<file path="config.mk">
export PLATFORM = sky130hd
export DESIGN_NAME = bus_arbiter_unit
export DESIGN_NICKNAME = d
export VERILOG_FILES = /design/src/rtl/bus_pkg.sv /design/src/rtl/bus_arbiter_picker.sv /design/src/rtl/bus_arbiter_unit.sv
export SDC_FILE = /design/constraint.sdc
export NUM_CORES = 1
export LEC_CHECK = 0
export ABC_CLOCK_PERIOD_IN_PS = 1700
export CAP_MARGIN = 25
export CORE_MARGIN = 8
export CORE_UTILIZATION = 38
export DETAILED_ROUTE_END_ITERATION = 10
export GPL_TIMING_DRIVEN = 0
export PLACE_DENSITY = 0.82
export SYNTH_ARGS = -nofsm -noshare
export SYNTH_HDL_FRONTEND = slang
export SYNTH_SLANG_ARGS = --single-unit
</file>
<file path="constraint.sdc">
create_clock -name i_clock -period 1.7 [get_ports i_clock]
set_input_delay 0.17 -clock i_clock [delete_from_list [all_inputs] [get_ports i_clock]]
set_output_delay 0.17 -clock i_clock [all_outputs]
set_load 0.05 [all_outputs]
</file>
<file path="src/rtl/bus_pkg.sv">
// Shared types and constants for the bus arbiter unit.
package bus_pkg;

  typedef enum logic [1:0] {
    ST_IDLE = 2'd0,
    ST_WAIT = 2'd1,
    ST_DONE = 2'd2
  } bus_state_e;

  // Arbitration modes, matching the ROUND_ROBIN parameter encoding.
  localparam logic ARB_FIXED       = 1'b0;
  localparam logic ARB_ROUND_ROBIN = 1'b1;

  localparam int DEFAULT_CHANNELS       = 2;
  localparam int DEFAULT_ADDRESS_WIDTH  = 32;
  localparam int DEFAULT_DATA_WIDTH     = 32;
  localparam int DEFAULT_TIMEOUT_CYCLES = 255;

  // Bits needed to index 'count' items, never less than one.
  function automatic int index_width(input int count);
    return (count > 1) ? $clog2(count) : 1;
  endfunction

endpackage

</file>
<file path="src/rtl/bus_arbiter_picker.sv">
// Combinational winner selection: fixed priority (lowest index) or
// round-robin starting just above the last granted channel.
module bus_arbiter_picker
  import bus_pkg::*;
#(
  parameter  int CHANNELS    = DEFAULT_CHANNELS,
  localparam int GRANT_WIDTH = index_width(CHANNELS)
) (
  input  logic [CHANNELS-1:0]    req_valid,
  input  logic [GRANT_WIDTH-1:0] last_grant,
  input  logic                   mode,
  output logic [GRANT_WIDTH-1:0] winner,
  output logic                   any_valid
);

  logic [GRANT_WIDTH-1:0] winner_low;
  logic [GRANT_WIDTH-1:0] winner_high;
  logic                   found_high;

  // Lowest requester overall, and lowest requester above last_grant; the
  // latter wins in round-robin mode, otherwise the search wraps to the former.
  always_comb begin
    // NOTE: every output of this block gets a default first so no path
    // leaves a value unassigned, which would otherwise infer a latch.
    winner_low  = '0;
    winner_high = '0;
    found_high  = 1'b0;
    for (int i = CHANNELS - 1; i >= 0; i--) begin
      if (req_valid[i]) begin
        winner_low = GRANT_WIDTH'(i);
        if (i > int'(last_grant)) begin
          winner_high = GRANT_WIDTH'(i);
          found_high  = 1'b1;
        end
      end
    end
    any_valid = |req_valid;
    winner    = (mode == ARB_ROUND_ROBIN && found_high) ? winner_high : winner_low;
  end

endmodule

</file>
<file path="src/rtl/bus_arbiter_unit.sv">
// Multi-channel bus front end: arbitrates requesters onto one external bus,
// holds the handshake, returns a one-cycle ready pulse with registered read
// data, and aborts stuck transfers through a watchdog.
module bus_arbiter_unit
  import bus_pkg::*;
#(
  parameter  int CHANNELS       = DEFAULT_CHANNELS,
  parameter  int ADDRESS_WIDTH  = DEFAULT_ADDRESS_WIDTH,
  parameter  int DATA_WIDTH     = DEFAULT_DATA_WIDTH,
  parameter  bit ROUND_ROBIN    = 1'b1,
  parameter  int TIMEOUT_CYCLES = DEFAULT_TIMEOUT_CYCLES,
  localparam int GRANT_WIDTH    = index_width(CHANNELS)
) (
  input  logic                              i_clock,
  input  logic                              i_reset,
  input  logic [CHANNELS-1:0]               i_req_vaild,
  output logic [CHANNELS-1:0]               o_req_ready,
  output logic                              o_req_error,
  input  logic [CHANNELS-1:0]               i_req_write_enable,
  input  logic [CHANNELS*ADDRESS_WIDTH-1:0] i_req_address,
  input  logic [CHANNELS*DATA_WIDTH-1:0]    i_req_data_write,
  output logic [DATA_WIDTH-1:0]             o_req_data_read,
  output logic                              o_bus_vaild,
  output logic                              o_bus_write_enable,
  output logic [ADDRESS_WIDTH-1:0]          o_bus_address,
  output logic [DATA_WIDTH-1:0]             o_bus_data_write,
  input  logic                              i_bus_ready,
  input  logic                              i_bus_busy,
  input  logic [DATA_WIDTH-1:0]             i_bus_data_read,
  output logic [GRANT_WIDTH-1:0]            o_grant_id
);

  localparam int WD_WIDTH = index_width(TIMEOUT_CYCLES + 1);
  localparam logic [WD_WIDTH-1:0] WD_LIMIT =
    (TIMEOUT_CYCLES == 0) ? '0 : WD_WIDTH'(TIMEOUT_CYCLES - 1);
  localparam logic [WD_WIDTH-1:0] WD_ONE = WD_WIDTH'(1);
  localparam bit WD_ENABLED = (TIMEOUT_CYCLES != 0);

  bus_state_e             state_q, state_d;
  logic [GRANT_WIDTH-1:0] last_grant_q, last_grant_d;
  logic [WD_WIDTH-1:0]    watchdog_q, watchdog_d;

  logic                     bus_vaild_d, bus_we_d, req_error_d;
  logic [ADDRESS_WIDTH-1:0] bus_address_d;
  logic [DATA_WIDTH-1:0]    bus_data_write_d, req_data_read_d;
  logic [CHANNELS-1:0]      req_ready_d;
  logic [GRANT_WIDTH-1:0]   grant_d, winner;
  logic                     any_valid;

  logic [ADDRESS_WIDTH-1:0] req_address [CHANNELS];
  logic [DATA_WIDTH-1:0]    req_data    [CHANNELS];

  // Unpack the per-channel payload buses, channel 0 in the LSBs.
  for (genvar c = 0; c < CHANNELS; c++) begin : g_unpack
    assign req_address[c] = i_req_address[c*ADDRESS_WIDTH +: ADDRESS_WIDTH];
    assign req_data[c]    = i_req_data_write[c*DATA_WIDTH +: DATA_WIDTH];
  end

  bus_arbiter_picker #(
    .CHANNELS (CHANNELS)
  ) u_picker (
    .req_valid  (i_req_vaild),
    .last_grant (last_grant_q),
    .mode       (ROUND_ROBIN ? ARB_ROUND_ROBIN : ARB_FIXED),
    .winner     (winner),
    .any_valid  (any_valid)
  );

  // Next-state and next-output decode; registered outputs hold by default.
  always_comb begin
    state_d          = state_q;
    last_grant_d     = last_grant_q;
    watchdog_d       = watchdog_q;
    bus_vaild_d      = o_bus_vaild;
    bus_we_d         = o_bus_write_enable;
    bus_address_d    = o_bus_address;
    bus_data_write_d = o_bus_data_write;
    grant_d          = o_grant_id;
    req_data_read_d  = o_req_data_read;
    req_ready_d      = '0;
    req_error_d      = 1'b0;
    unique case (state_q)
      ST_IDLE: begin
        bus_vaild_d = 1'b0;
        if (any_valid && !i_bus_busy) begin
          bus_vaild_d      = 1'b1;
          bus_we_d         = i_req_write_enable[winner];
          bus_address_d    = req_address[winner];
          bus_data_write_d = req_data[winner];
          grant_d          = winner;
          last_grant_d     = winner;
          watchdog_d       = '0;
          state_d          = ST_WAIT;
        end
      end
      ST_WAIT: begin
        if (i_bus_ready) begin
          bus_vaild_d             = 1'b0;
          req_ready_d[o_grant_id] = 1'b1;
          req_data_read_d         = i_bus_data_read;
          state_d                 = ST_DONE;
        end else if (WD_ENABLED && watchdog_q == WD_LIMIT) begin
          bus_vaild_d             = 1'b0;
          req_ready_d[o_grant_id] = 1'b1;
          req_error_d             = 1'b1;
          req_data_read_d         = '0;
          state_d                 = ST_DONE;
        end else if (WD_ENABLED) begin
          watchdog_d = watchdog_q + WD_ONE;
        end
      end
      ST_DONE: state_d = ST_IDLE;
      default: state_d = ST_IDLE;
    endcase
  end

  // State and registered outputs; reset abandons any transfer in flight.
  always_ff @(posedge i_clock) begin
    // NOTE: sequential state uses non-blocking assignments so every register
    // samples the pre-edge values, independent of statement order.
    if (i_reset) begin
      state_q            <= ST_IDLE;
      last_grant_q       <= GRANT_WIDTH'(CHANNELS - 1);
      watchdog_q         <= '0;
      o_bus_vaild        <= 1'b0;
      o_bus_write_enable <= 1'b0;
      o_bus_address      <= '0;
      o_bus_data_write   <= '0;
      o_grant_id         <= '0;
      o_req_ready        <= '0;
      o_req_error        <= 1'b0;
      o_req_data_read    <= '0;
    end else begin
      state_q            <= state_d;
      last_grant_q       <= last_grant_d;
      watchdog_q         <= watchdog_d;
      o_bus_vaild        <= bus_vaild_d;
      o_bus_write_enable <= bus_we_d;
      o_bus_address      <= bus_address_d;
      o_bus_data_write   <= bus_data_write_d;
      o_grant_id         <= grant_d;
      o_req_ready        <= req_ready_d;
      o_req_error        <= req_error_d;
      o_req_data_read    <= req_data_read_d;
    end
  end

endmodule

</file>
==> out/results.txt, run 1 <==
Worst EP required - 2050 ps
Worst Hold Launch - i_reset
Sink Count - 113
die area - 16200 µm²
Sum Neg Setup Slack - 0 ps
Core ar. - 12100 µm²
unrepaired setup endpoints after global routing - no
CTS tree - done
Post-synth EDFFs - 0
Rows - 40
initial antenna violation count - 0
Synthesized Nets - 617
share of layout cells above drive strength 1 - 0.146
DP Cell Count - 883
final WL - 17.4 mm
Die Span X - 127 µm
Crit Path Max Fanout - 8
Tot Pwr - 8.28 mW
GRT Overall Usage - 0.211
Finished Layout Cells - 920
crit path DAT - 1980 ps
initial DRC count - 195
DRC - 0
drt pass-1 iters - 4
area of the mapped netlist - 4720 µm²
synth cell count leaders - dfxtp_1, nor2_1, mux2i_1
multi-input logic area - 2280 µm²
H-tree lvl count - 4
fraction of the cycle the final worst path needs - 0.954
Main synth FF type - dfxtp_1
reg2reg start - watchdog_q[0]
Sequential Area - 2270 µm²
drt wl/cell - 18.9 µm
final setup violation count - 0
CTS root buf - clkbuf_16
Setup crit start kind - flop
f_max - 616 MHz
gr ovfl total - 0
clk slew on worst S/H paths - 50 ps
Slew @ Worst Pin - 707 ps
status - finished, final reports clean
Yosys cell types - 39
worst min path class - input pin to flop
post-synth top area share - 0.480
Die Height - 127 µm
syn_area_per_cell - 10.5 µm²
area leader, netlist - dfxtp_1
PortBufs - 268
Worst VDD drop - 0.541 mV
Seq/Total Area, Yosys - 0.480
via/cell ratio - 5.03
Max-Slew Margin vs Limit - 0.528
maxcap violations - 0
largest net degree at the start of global routing - 17
fin. max-slew vios - 0
Synth Warn # - 0
number of nets in the layout - 910
global-route wire length before repair - 26.6 mm
Mapped Cells - 447
share of flip-flops with an asynchronous set or reset - 0
critical path launch point - watchdog_q[0]
PD cells - 1010 nW/µm²
I/O pin count - 270
Fill cells - 924
synthesis-to-layout area growth - 73.4%
Max clock buf depth - 2
# diodes - 0
Yosys reg bits - 113
post-route ant nets - 0
leakage power - 3.53 nW
Synth area leaders - dfxtp_1, mux2i_1, a211oi_2, a22o_1, a211oi_1
Setup Skew - 5.06 ps
number of global-route vias before repair - 4976
count leader, synth - dfxtp_1
Routability Congestion - 0.847
Final min period - 1620 ps
number of CTS-inserted buffers - 17
critical path class - flop to flop
Initial Utilization - 0.391
crit path capture type - flop
Final Hold Viols - 0
DP Wirelength - 13.7 mm
routed vias - 4632
Worst-Skew Late Latency - 410 ps
## metal layers
metal  vias to the layer above  global-route usage  part of all wire
met1                      2144               0.224              0.40
met5                         -                   0                 0
met4                         0              0.0945             0.023
li1                       2236                   -                 -
met2                       225               0.364              0.48
met3                        27              0.0811             0.092
## critical path, stage by stage, from the launching register on
cell	delay (ps)
dfxtp_2	350
inv_2	60
ha_4	160
and3_4	180
a21o_1	210
a21oi_4	160
buf_12	140
buf_2	160
a22o_1	140
## cells by family (layout without fill, tap and decap cells)
logic type,Yosys count,count (layout),share of synthesized area
AOI/OAI and AO/OA,123,123,0.230
adders and majority gates,2,2,0.00531
buffers and inverters,39,344,0.0435
DFF,113,113,0.480
and+or+nand+nor,105,105,0.103
muxes,65,65,0.138
## final timing paths
check	to	slack, ps	cells after the start
worst max-delay path	o_req_data_read[25]	80	8
worst min register to register	o_req_data_read[3]	470	1
worst max register to register	o_req_data_read[25]	80	8
worst min-delay path	watchdog_q[6]	290	3
## flip-flops by register name, indices dropped and copies added (netlist names)
| name | cells |
|---|---|
| last_grant_q | 1 |
| o_bus_address | 32 |
| o_bus_data_write | 32 |
| o_bus_vaild | 1 |
| o_bus_write_enable | 1 |
| o_grant_id | 1 |
| o_req_data_read | 32 |
| o_req_error | 1 |
| o_req_ready | 2 |
| state_q | 2 |
| watchdog_q | 8 |
## layout by cell type, fill, tap and decap left out, types with 2 or more instances in the layout
master	netlist	final
buf_4	9	12
nor2_1	68	68
a311oi_1	3	3
or4_1	2	2
clkbuf_16	0	17
a211oi_2	30	30
nor3_1	2	2
clkbuf_8	0	6
o21ai_0	5	5
and3_1	3	2
clkinv_2	0	4
dfxtp_1	113	107
buf_2	20	16
buf_6	0	5
dlygate4sd2_1	0	102
a21oi_1	11	11
a22o_1	32	32
clkbuf_1	9	12
mux2i_1	65	65
clkdlybuf4s50_1	0	166
dfxtp_2	0	6
a211oi_1	35	35
nand2_1	9	9
and2_1	2	2
nand3_1	6	6
## area by class of cell
type	instances	share of cell area
repair buffers	274	0.319
multi-input cells	295	0.279
flip-flops and latches	113	0.277
clock buffers	26	0.0635
plain buffers	38	0.0283
well taps	168	0.0257
clock inverters	5	0.00612
inverters	1	0.000459
## through the flow
stage / area [µm²] / util / setup slack [ps] / hold slack [ps]
after floorplan: 4720 / - / 113 / 296
after global placement: 7610 / 0.631 / -409 / 459
after detailed placement: 7610 / 0.631 / -448 / 463
after CTS: 8130 / 0.674 / 1.49 / 285
after global routing: 8180 / 0.678 / 17.9 / 318
final: 8180 / 0.678 / 77.5 / 291
## report_power, final
part | leakage (nW) | internal [mW] | switching [mW]
registers | 0.930 | 2.83 | 0.0950
logic | 2.31 | 0.804 | 1.20
clock network | 0.286 | 2.22 | 1.14
total | 3.53 | 5.86 | 2.43
## timing repair
action | in CTS | in global routing
gates cloned | 3 | 0
gates resized for setup | 114 | 13
setup buffers | 2 | 1
pin swaps | 2 | 2
hold buffers | 0 | 0
setup endpoints to repair | 152 | 81
Note: power is estimated with default switching activity, not from simulation.
==> run 2: changes to the inputs <==
--- a/config.mk
+++ b/config.mk
@@ -9,8 +9,10 @@
 export CAP_MARGIN = 25
 export CORE_MARGIN = 8
 export CORE_UTILIZATION = 38
+export CTS_CLUSTER_SIZE = 28
 export DETAILED_ROUTE_END_ITERATION = 10
 export GPL_TIMING_DRIVEN = 0
+export HOLD_SLACK_MARGIN = 0.02
 export PLACE_DENSITY = 0.82
 export SYNTH_ARGS = -nofsm -noshare
 export SYNTH_HDL_FRONTEND = slang
==> results of run 2 <==
No change in the layout: final DEF, timing and power equal those of run 1.
